$ cat config.mk
export PLATFORM = sky130hd
export DESIGN_NAME = sc_io_responder
export DESIGN_NICKNAME = d
export VERILOG_FILES = /design/src/rtl/sc_io_pkg.sv /design/src/rtl/hex_to_seg7.sv /design/src/rtl/sc_io_responder.sv
export SDC_FILE = /design/constraint.sdc
export NUM_CORES = 1
export LEC_CHECK = 0
export CAP_MARGIN = 40
export CORE_MARGIN = 1
export CORE_UTILIZATION = 55
export CTS_BUF_LIST = sky130_fd_sc_hd__clkbuf_4 sky130_fd_sc_hd__clkbuf_8 sky130_fd_sc_hd__clkbuf_16
export DETAILED_ROUTE_END_ITERATION = 12
export DONT_BUFFER_PORTS = 1
export PLACE_DENSITY_LB_ADDON = 0.15
export SLEW_MARGIN = 40
export SYNTH_ARGS = -nofsm -noshare
export SYNTH_HDL_FRONTEND = slang
export SYNTH_HIERARCHICAL = 1
export SYNTH_SLANG_ARGS = --single-unit
export TNS_END_PERCENT = 20
$ cat constraint.sdc
create_clock -name clock -period 2.4 [get_ports clock]
set_clock_uncertainty 0.1 [all_clocks]
set_input_delay 0.24 -clock clock [delete_from_list [all_inputs] [get_ports clock]]
set_output_delay 0.24 -clock clock [all_outputs]
set_load 0.01 [all_outputs]
$ cat src/rtl/sc_io_pkg.sv
// Shared constants for the memory-mapped switch / seven-segment / timer responder.
package sc_io_pkg;

    localparam logic [3:0] OFS_SW       = 4'd0;
    localparam logic [3:0] OFS_SW_EDGE  = 4'd1;
    localparam logic [3:0] OFS_HEX_DATA = 4'd4;
    localparam logic [3:0] OFS_HEX_CTRL = 4'd5;
    localparam logic [3:0] OFS_TIMER    = 4'd8;

    localparam logic [31:0] DEFAULT_BASE_ADDR       = 32'hFFFF_FF00;
    localparam int unsigned DEFAULT_DEBOUNCE_CYCLES = 16;

    // Display enabled, no digit blanked: every digit shows "0" out of reset.
    localparam logic [6:0] HEX_CTRL_RESET = 7'b000_0001;

endpackage

$ cat src/rtl/hex_to_seg7.sv
// Hex nibble to active-low seven-segment pattern, bit order {g,f,e,d,c,b,a}.
module hex_to_seg7 (
    input  logic [3:0] digit_i,
    output logic [6:0] seg_o
);

    always_comb begin
        case (digit_i)
            4'h0:    seg_o = 7'b1000000;
            4'h1:    seg_o = 7'b1111001;
            4'h2:    seg_o = 7'b0100100;
            4'h3:    seg_o = 7'b0110000;
            4'h4:    seg_o = 7'b0011001;
            4'h5:    seg_o = 7'b0010010;
            4'h6:    seg_o = 7'b0000010;
            4'h7:    seg_o = 7'b1111000;
            4'h8:    seg_o = 7'b0000000;
            4'h9:    seg_o = 7'b0010000;
            4'hA:    seg_o = 7'b0001000;
            4'hB:    seg_o = 7'b0000011;
            4'hC:    seg_o = 7'b1000110;
            4'hD:    seg_o = 7'b0100001;
            4'hE:    seg_o = 7'b0000110;
            default: seg_o = 7'b0001110;
        endcase
    end

endmodule

$ cat src/rtl/sc_io_responder.sv
// Memory-mapped I/O responder: debounced switches with edge latch, six-digit hex display
// and a free-running timer, all in one 64-byte window.
module sc_io_responder
    import sc_io_pkg::*;
#(
    parameter int unsigned DEBOUNCE_CYCLES = DEFAULT_DEBOUNCE_CYCLES,
    parameter logic [31:0] BASE_ADDR       = DEFAULT_BASE_ADDR
) (
    input  logic        clock,
    input  logic        resetn,
    input  logic [31:0] addr,
    input  logic [31:0] wdata,
    input  logic        we,
    output logic        sel,
    output logic [31:0] rdata,
    input  logic [7:0]  switch_input,
    output logic [6:0]  hex0,
    output logic [6:0]  hex1,
    output logic [6:0]  hex2,
    output logic [6:0]  hex3,
    output logic [6:0]  hex4,
    output logic [6:0]  hex5
);

    localparam logic [15:0] CntMax  = 16'(DEBOUNCE_CYCLES - 1);
    localparam logic [15:0] CntLoad = 16'(DEBOUNCE_CYCLES - 2);

    logic [7:0]  sync1_q, sync2_q;
    logic [7:0]  cand_q, cand_d;
    logic [15:0] cnt_q, cnt_d;
    logic [7:0]  sw_q, sw_d;
    logic [7:0]  edge_q, edge_d;
    logic [23:0] hex_data_q, hex_data_d;
    logic [6:0]  hex_ctrl_q, hex_ctrl_d;
    logic [31:0] timer_q, timer_d;

    logic       wr;
    logic [3:0] ofs;
    logic       unused_addr;

    assign sel         = (addr[31:6] == BASE_ADDR[31:6]);
    assign ofs         = addr[5:2];
    assign wr          = we & sel;
    assign unused_addr = ^addr[1:0];

    always_comb begin
        cand_d = cand_q;
        cnt_d  = cnt_q;
        sw_d   = sw_q;
        if (sync2_q != cand_q) begin
            cand_d = sync2_q;
            cnt_d  = '0;
        end else if (cnt_q != CntMax) begin
            cnt_d = cnt_q + 16'd1;
            // The stable register follows on the edge the counter reaches its ceiling.
            if (cnt_q == CntLoad) begin
                sw_d = cand_q;
            end
        end

        edge_d = edge_q;
        if (wr && ofs == OFS_SW_EDGE) begin
            edge_d = edge_q & ~wdata[7:0];
        end
        edge_d = edge_d | (sw_q ^ sw_d);

        hex_data_d = (wr && ofs == OFS_HEX_DATA) ? wdata[23:0] : hex_data_q;
        hex_ctrl_d = (wr && ofs == OFS_HEX_CTRL) ? wdata[6:0]  : hex_ctrl_q;
        timer_d    = (wr && ofs == OFS_TIMER)    ? wdata       : timer_q + 32'd1;
    end

    always_ff @(posedge clock or negedge resetn) begin
        if (!resetn) begin
            sync1_q    <= '0;
            sync2_q    <= '0;
            cand_q     <= '0;
            cnt_q      <= '0;
            sw_q       <= '0;
            edge_q     <= '0;
            hex_data_q <= '0;
            hex_ctrl_q <= HEX_CTRL_RESET;
            timer_q    <= '0;
        end else begin
            sync1_q    <= switch_input;
            sync2_q    <= sync1_q;
            cand_q     <= cand_d;
            cnt_q      <= cnt_d;
            sw_q       <= sw_d;
            edge_q     <= edge_d;
            hex_data_q <= hex_data_d;
            hex_ctrl_q <= hex_ctrl_d;
            timer_q    <= timer_d;
        end
    end

    always_comb begin
        rdata = '0;
        if (sel) begin
            case (ofs)
                OFS_SW:       rdata = {24'd0, sw_q};
                OFS_SW_EDGE:  rdata = {24'd0, edge_q};
                OFS_HEX_DATA: rdata = {8'd0, hex_data_q};
                OFS_HEX_CTRL: rdata = {25'd0, hex_ctrl_q};
                OFS_TIMER:    rdata = timer_q;
                default:      rdata = '0;
            endcase
        end
    end

    logic [6:0] seg_raw [6];
    logic [6:0] seg     [6];

    for (genvar k = 0; k < 6; k++) begin : g_digit
        hex_to_seg7 u_seg (
            .digit_i (hex_data_q[4*k +: 4]),
            .seg_o   (seg_raw[k])
        );
        assign seg[k] = (!hex_ctrl_q[0] || hex_ctrl_q[k+1]) ? 7'h7F : seg_raw[k];
    end

    assign hex0 = seg[0];
    assign hex1 = seg[1];
    assign hex2 = seg[2];
    assign hex3 = seg[3];
    assign hex4 = seg[4];
    assign hex5 = seg[5];

endmodule

* After elaboration in Yosys (flattened, before gate mapping)
Memories as Yosys holds them, arrays and structs flattened. Cells that the tools add are included.
Word-level totals: bits in registers 119, bits in latches 0, RAM bits 0, ROM bits 672, bits of input ports 75, output and inout port bits 75, word-level logic and storage cells 58, memories kept 6
Memory list:
- (name not given) | depth 16, bits a word 7, read ports 1, clocked after memory_dff 0, write ports 0, RTL line hex_to_seg7.sv:8 | case (digit_i)
- (name not given) | depth 16, bits a word 7, read ports 1, clocked after memory_dff 0, write ports 0, RTL line hex_to_seg7.sv:8
- (name not given) | depth 16, bits a word 7, read ports 1, clocked after memory_dff 0, write ports 0, RTL line hex_to_seg7.sv:8
- (name not given) | depth 16, bits a word 7, read ports 1, clocked after memory_dff 0, write ports 0, RTL line hex_to_seg7.sv:8
- (name not given) | depth 16, bits a word 7, read ports 1, clocked after memory_dff 0, write ports 0, RTL line hex_to_seg7.sv:8
- (name not given) | depth 16, bits a word 7, read ports 1, clocked after memory_dff 0, write ports 0, RTL line hex_to_seg7.sv:8
Cells by class: $add $sub $neg 2, multiply operators 0, divide/modulo/power cells 0, $lt $le $gt $ge 0, eq/ne operators 8, shift operators 0, multiplexer cells 15, bitwise gates (word level) 5, reduce and logical (&&, ||, !) cells 13
Operators with widths (count):
- 32-bit case mux with 5 select lines | 1
- 32-bit two-way mux | 2
- 7-bit two-way mux | 6
- 32-bit by 1-bit adder with 32-bit output (second input constant) | 1
- 16-bit two-way mux | 2
- 8-bit two-way mux | 4
- 26-bit == test (second input constant) | 1
- 16-bit by 1-bit adder with 16-bit output (second input constant) | 1
- 16-bit by 4-bit == test with 1-bit output (second input constant) | 1
- 16-bit by 4-bit != test with 1-bit output (second input constant) | 1
- 8-bit AND | 1
- 4-bit by 3-bit == test with 1-bit output (second input constant) | 2
- 8-bit != test | 1
- 8-bit NOT | 1
- 8-bit OR | 1
- 8-bit bitwise XOR | 1
- 1-bit logical OR | 6
- 4-bit by 1-bit == test with 1-bit output (second input constant) | 1
- 4-bit == test (second input constant) | 1
- 1-bit logical AND | 4
- 4-bit logical NOT | 1
- 2-bit nonzero test | 1
- 1-bit AND | 1
- 1-bit logical NOT | 1

* Depth between registers and ports, before layout
word-level depth 6, depth in mapped cells 7

* Cells and area by module
The synthesis kept the hierarchy.
By module, submodules not included:
- sc_io_responder | times used 1, cells an instance 595, area an instance 6167.2 µm²
- hex_to_seg7 | times used 6, cells an instance 32, area an instance 275.3 µm²

* Least setup slack after synthesis
No wires, ideal clock.
kind flip-flop to flip-flop, start reg cand_q[2], end reg sw_q[0], arrival 1.712 ns, required time 2.175 ns, slack 0.463 ns, cell stages (with the launch flop) 6, buffers on the path 0, period minus slack after synthesis 1.937 ns, path through dfrtp_1 -> xor2_1 -> nor4_1 -> nand2_2 -> nor3_4 -> mux2_2
On the way: longest elaborated chain between the ends 2
Ends and longest elaborated chain:
- from (decl) | RTL line sc_io_responder.sv:29 | logic [7:0] cand_q, cand_d;
- from (signal assigned) | RTL line sc_io_responder.sv:86 | cand_q <= cand_d;
- 8-bit != test | RTL line sc_io_responder.sv:50 | if (sync2_q != cand_q) begin
- 8-bit two-way mux | RTL line sc_io_responder.sv:50
- via sw_d[0] | RTL line sc_io_responder.sv:31 | logic [7:0] sw_q, sw_d;
- to (signal assigned) | RTL line sc_io_responder.sv:88 | sw_q <= sw_d;
- to (decl) | RTL line sc_io_responder.sv:31
The timed path passes the listed nets, and every way through them passes these cells. A chain may end at the register's enable or synchronous reset.

==> parameters.txt <==
Parameter                              Value

Run status
  Status ... complete, but fails checks
  Violated checks ... negative hold slack

Cells and area
  Final core area utilization ... 66.65%
  Area added between synthesis and finish ... 18.32%
  Count of fill cells added during filler insertion ... 1062
  Share of final-layout standard cells stronger than drive strength 1 ... 19.72%
  Layout Cell Area excl Fill ... 9251 um^2
  Final Non-Filler Cells ... 1038
  Fin nets ... 965

Hold path
  Worst min path class ... in2async

Global route
  Aggregate global-route resource usage ... 25.76%
  Leftover overflow at the end of global routing ... 0
  Antenna violations before repair ... 1
  Largest net degree at the start of global routing ... 120
  Number of global-route vias before repair ... 6100
  First-pass GRT wire length ... 29450 um

Detailed routing
  Detailed-routing iteration count for the pre-antenna-repair pass ... 5
  Final routed wire length divided by cell count ... 17.83 um
  Number of remaining DRC errors ... 0
  Met1 routed wirelength after detailed routing ... 8064 um
  Number of violations reported at the end of detailed-routing iteration 0 ... 432
  Remaining number of nets flagged by the antenna check after routing ... 0
  Top sig layer ... met4
  Routed vias ... 6149
  Average vias per placed instance ... 5.924
  Drt total wl ... 18510 um
  Detailed route wirelength on metal2 ... 9122 um
  Total length of routed met3 wires ... 977 um

Yosys
  Syn_nets ... 907
  Netlist area before placement ... 7819 um^2
  Synth area leader ... dfrtp_1
  Yosys warns ... 6
  Top area cells in the synthesized netlist ... dfrtp_1 38%, ha_1 7.2%, nor2_1 4.8%
  Mean area per synthesized cell ... 9.935 um^2
  Commonest register cell after synthesis ... dfrtp_1
  Number of enable flip-flop cells after synthesis ... 0
  Cells after Synth ... 787
  Fraction of post-synthesis cell area in the top cell type by area ... 37.77%
  Flip-flop and latch count after synthesis ... 119
  Fraction of the yosys area taken by sequential cells ... 38.10%
  Number of unique standard cell types used by synthesis ... 53
  Async SR Flop Fraction ... 100.0%

Floorplanning
  Width of the die ... 121.2 um
  Effective utilization at floorplan ... 56.33%
  Chip height ... 121.2 um
  Die Outline Area ... 14700 um^2
  Core ar. ... 13880 um^2
  # IOs ... 150
  Std cell rows ... 43

Worst setup path
  Critical Path AT ... 2.01 ns
  Setup CP Type ... reg2out
  CP top delay family ... simple AND/OR/NAND/NOR gates
  Critical path buffer and inverter count ... 1
  Critical Path Slowest Stage Cell ... dfrtp_2
  Critical path launch point type ... flop
  Critical path startpoint ... hex_data_q[13]
  Highest net fanout along the worst path ... 7
  Worst path max stage delay ... 0.45 ns
  Data required time at the worst endpoint ... 2.06 ns
  Cell breakdown of the critical path ... inv_2 > ha_1 > and2b_2 > or3b_1 > o21ai_0 > nand2b_1
  Critical Path End Type ... primary output
  Worst reg2reg path startpoint ... timer_q[7]

Clock tree
  Source-to-sink clock delay at the later pin of the worst-skew pair ... 0.41 ns
  Worst-case clock buffer depth ... 2
  Total number of H-tree levels ... 4
  TritonCTS clock tree ... done
  Root buffer cell ... clkbuf_16
  Clock-pin slew on the worst setup and hold paths ... 0.06 ns
  CTS sink count ... 119
  Total of hold buffers inserted after clock tree synthesis ... 40
  Total CTS buffers ... 17

Power and ir drop
  Net switching power ... 1.016 mW
  Sequential cell fraction of total power ... 42.4%
  Peak supply drop ... 0.4835 mV
  Combinational power share ... 2.5%
  Power density normalized to cell area ... 520.3 nW/um^2
  Switching share of power ... 21.10%
  Leakage power ... 3.838 nW
  Cell internal pwr ... 3.798 mW
  Relative contribution of the clock network to total power ... 55.1%

Timing
  Headroom to the max-slew limit ... 48.77%
  Number of hold violations in the final report ... 119
  Total negative slack for setup checks ... 0 ns
  Portion of the clock cycle consumed by the worst path in the final layout ... 98.09%
  Min cycle time layout ... 2.354 ns
  Tightest hold margin ... -0.5745 ns
  Number of max-slew violations in the final report ... 0
  Slew of the pin with the lowest slew margin ... 0.7669 ns
  Final setup fails ... 0
  Unrepaired setup endpoints after global routing ... true
  Achievable Freq ... 424.8 MHz

Place
  Number of placed instances with taps included ... 959
  HPWL Detailed ... 12990 um
  Routability cong. ... 0.8535
  Cell Area, Placed ... 8093 um^2
  Port bufs ... 0

Run
  Max-cap check violation count ... 0
[cells in the mapped netlist (all sizes together), types with 2 or more instances]
| master | number |
|---|---|
| nand2b | 44 |
| nor4 | 10 |
| a21oi | 44 |
| and2b | 6 |
| a22o | 12 |
| and4 | 7 |
| ha | 45 |
| clkbuf | 23 |
| or2 | 2 |
| buf | 21 |
| nor2 | 100 |
| nor3 | 9 |
| a22oi | 25 |
| mux2 | 47 |
| inv | 24 |
| xor2 | 35 |
| nor2b | 7 |
| a222oi | 7 |
| nand3 | 11 |
| or3b | 6 |
| a32o | 6 |
| and2 | 8 |
| nand2 | 34 |
| xnor2 | 25 |
| nand4 | 27 |
| o21ai | 29 |
| dfrtp | 118 |
| and3 | 14 |
| mux2i | 24 |
| mux4 | 6 |
[power groups by stage]
stage | clock network (mW) | registers (mW) | logic [mW]
2_1_floorplan | 0 | 2.08 | 0.0436
3_3_place_gp | 0 | 2.08 | 0.0500
3_5_place_dp | 0 | 2.08 | 0.0509
4_1_cts | 2.68 | 2.04 | 0.118
5_1_grt | 2.78 | 2.04 | 0.128
6_report | 2.65 | 2.04 | 0.119
[state kept, by name, summed over array words and instances, names as in the netlist]
| register | count |
|---|---|
| hex_data_q | 24 |
| hex_ctrl_q | 7 |
| cand_q | 8 |
| edge_q | 8 |
| sync2_q | 8 |
| sw_q | 8 |
| sync1_q | 8 |
| cnt_q | 16 |
| timer_q | 32 |
[layer usage]
layer	track usage [%]	vias up
li1	-	2907
met1	32.68	2995
met2	43.36	215
met3	5.263	32
met4	9.491	0
met5	0	-
[per-stage QoR]
stage / setup slack [ns] / power [mW]
5_1_grt: -0.01702 / 4.952
2_1_floorplan: 0.4631 / 2.119
6_report: 0.04583 / 4.813
4_1_cts: 0.001752 / 4.842
3_5_place_dp: 0.2309 / 2.129
3_3_place_gp: 0.2868 / 2.127
[what timing repair did]
item                                   4_1_cts  5_1_grt
setup buffers                                0        7
endpoints found under the hold margin      198      119
resized for setup                           14       19
setup endpoints to repair                   12       10
[placed cells by master (no fill, tap or decap), drive strengths merged, types with 29 or more instances in the layout]
master       instances
a21oi               44
buf                 43
dfrtp              118
dlygate4sd3         40
ha                  45
inv                 29
mux2                47
nand2               34
nand2b              44
nor2               100
o21ai               29
xor2                35
[area by class of cell]
class	count	area (um^2)	area share [%]
clock inverters	12	166.4	1.799
multi-input cells	600	4563	49.32
clock buffers	19	452.9	4.896
inverters	24	100.1	1.082
diodes	1	2.502	0.02705
flip-flops and latches	119	2993	32.35
well taps	180	225.2	2.434
repair buffers	83	748.2	8.088
[final timing paths]
path	depth (start not counted)	slack [ns]	to
min	0	-0.57	hex_data_q[19]
min in group clock	5	0.18	edge_q[4]
max reg2reg	5	0.34	timer_q[27]
max in group asynchronous	0	2.52	hex_ctrl_q[0]
min reg2reg	0	0.25	sync2_q[2]
max	6	0.05	hex3[0]
[kinds of logic after synthesis]
| group | synth area share [%] |
|---|---|
| AO/OA/AOI/OAI | 10.51 |
| XOR/XNOR | 6.721 |
| adder cells (fa/ha/maj) | 7.201 |
| buffers and inverters | 4.225 |
| flip-flops | 38.10 |
| multiplexers | 12.82 |
| AND/OR/NAND/NOR | 20.42 |
[worst reg2reg max path: stages, from the launching register on]
cell,delay [ns]
dfrtp_1,0.46
nand4_1,0.24
nor4_2,0.49
nand4_1,0.22
xnor2_1,0.18
mux2_2,0.26
(Power assumes the default switching activity.)
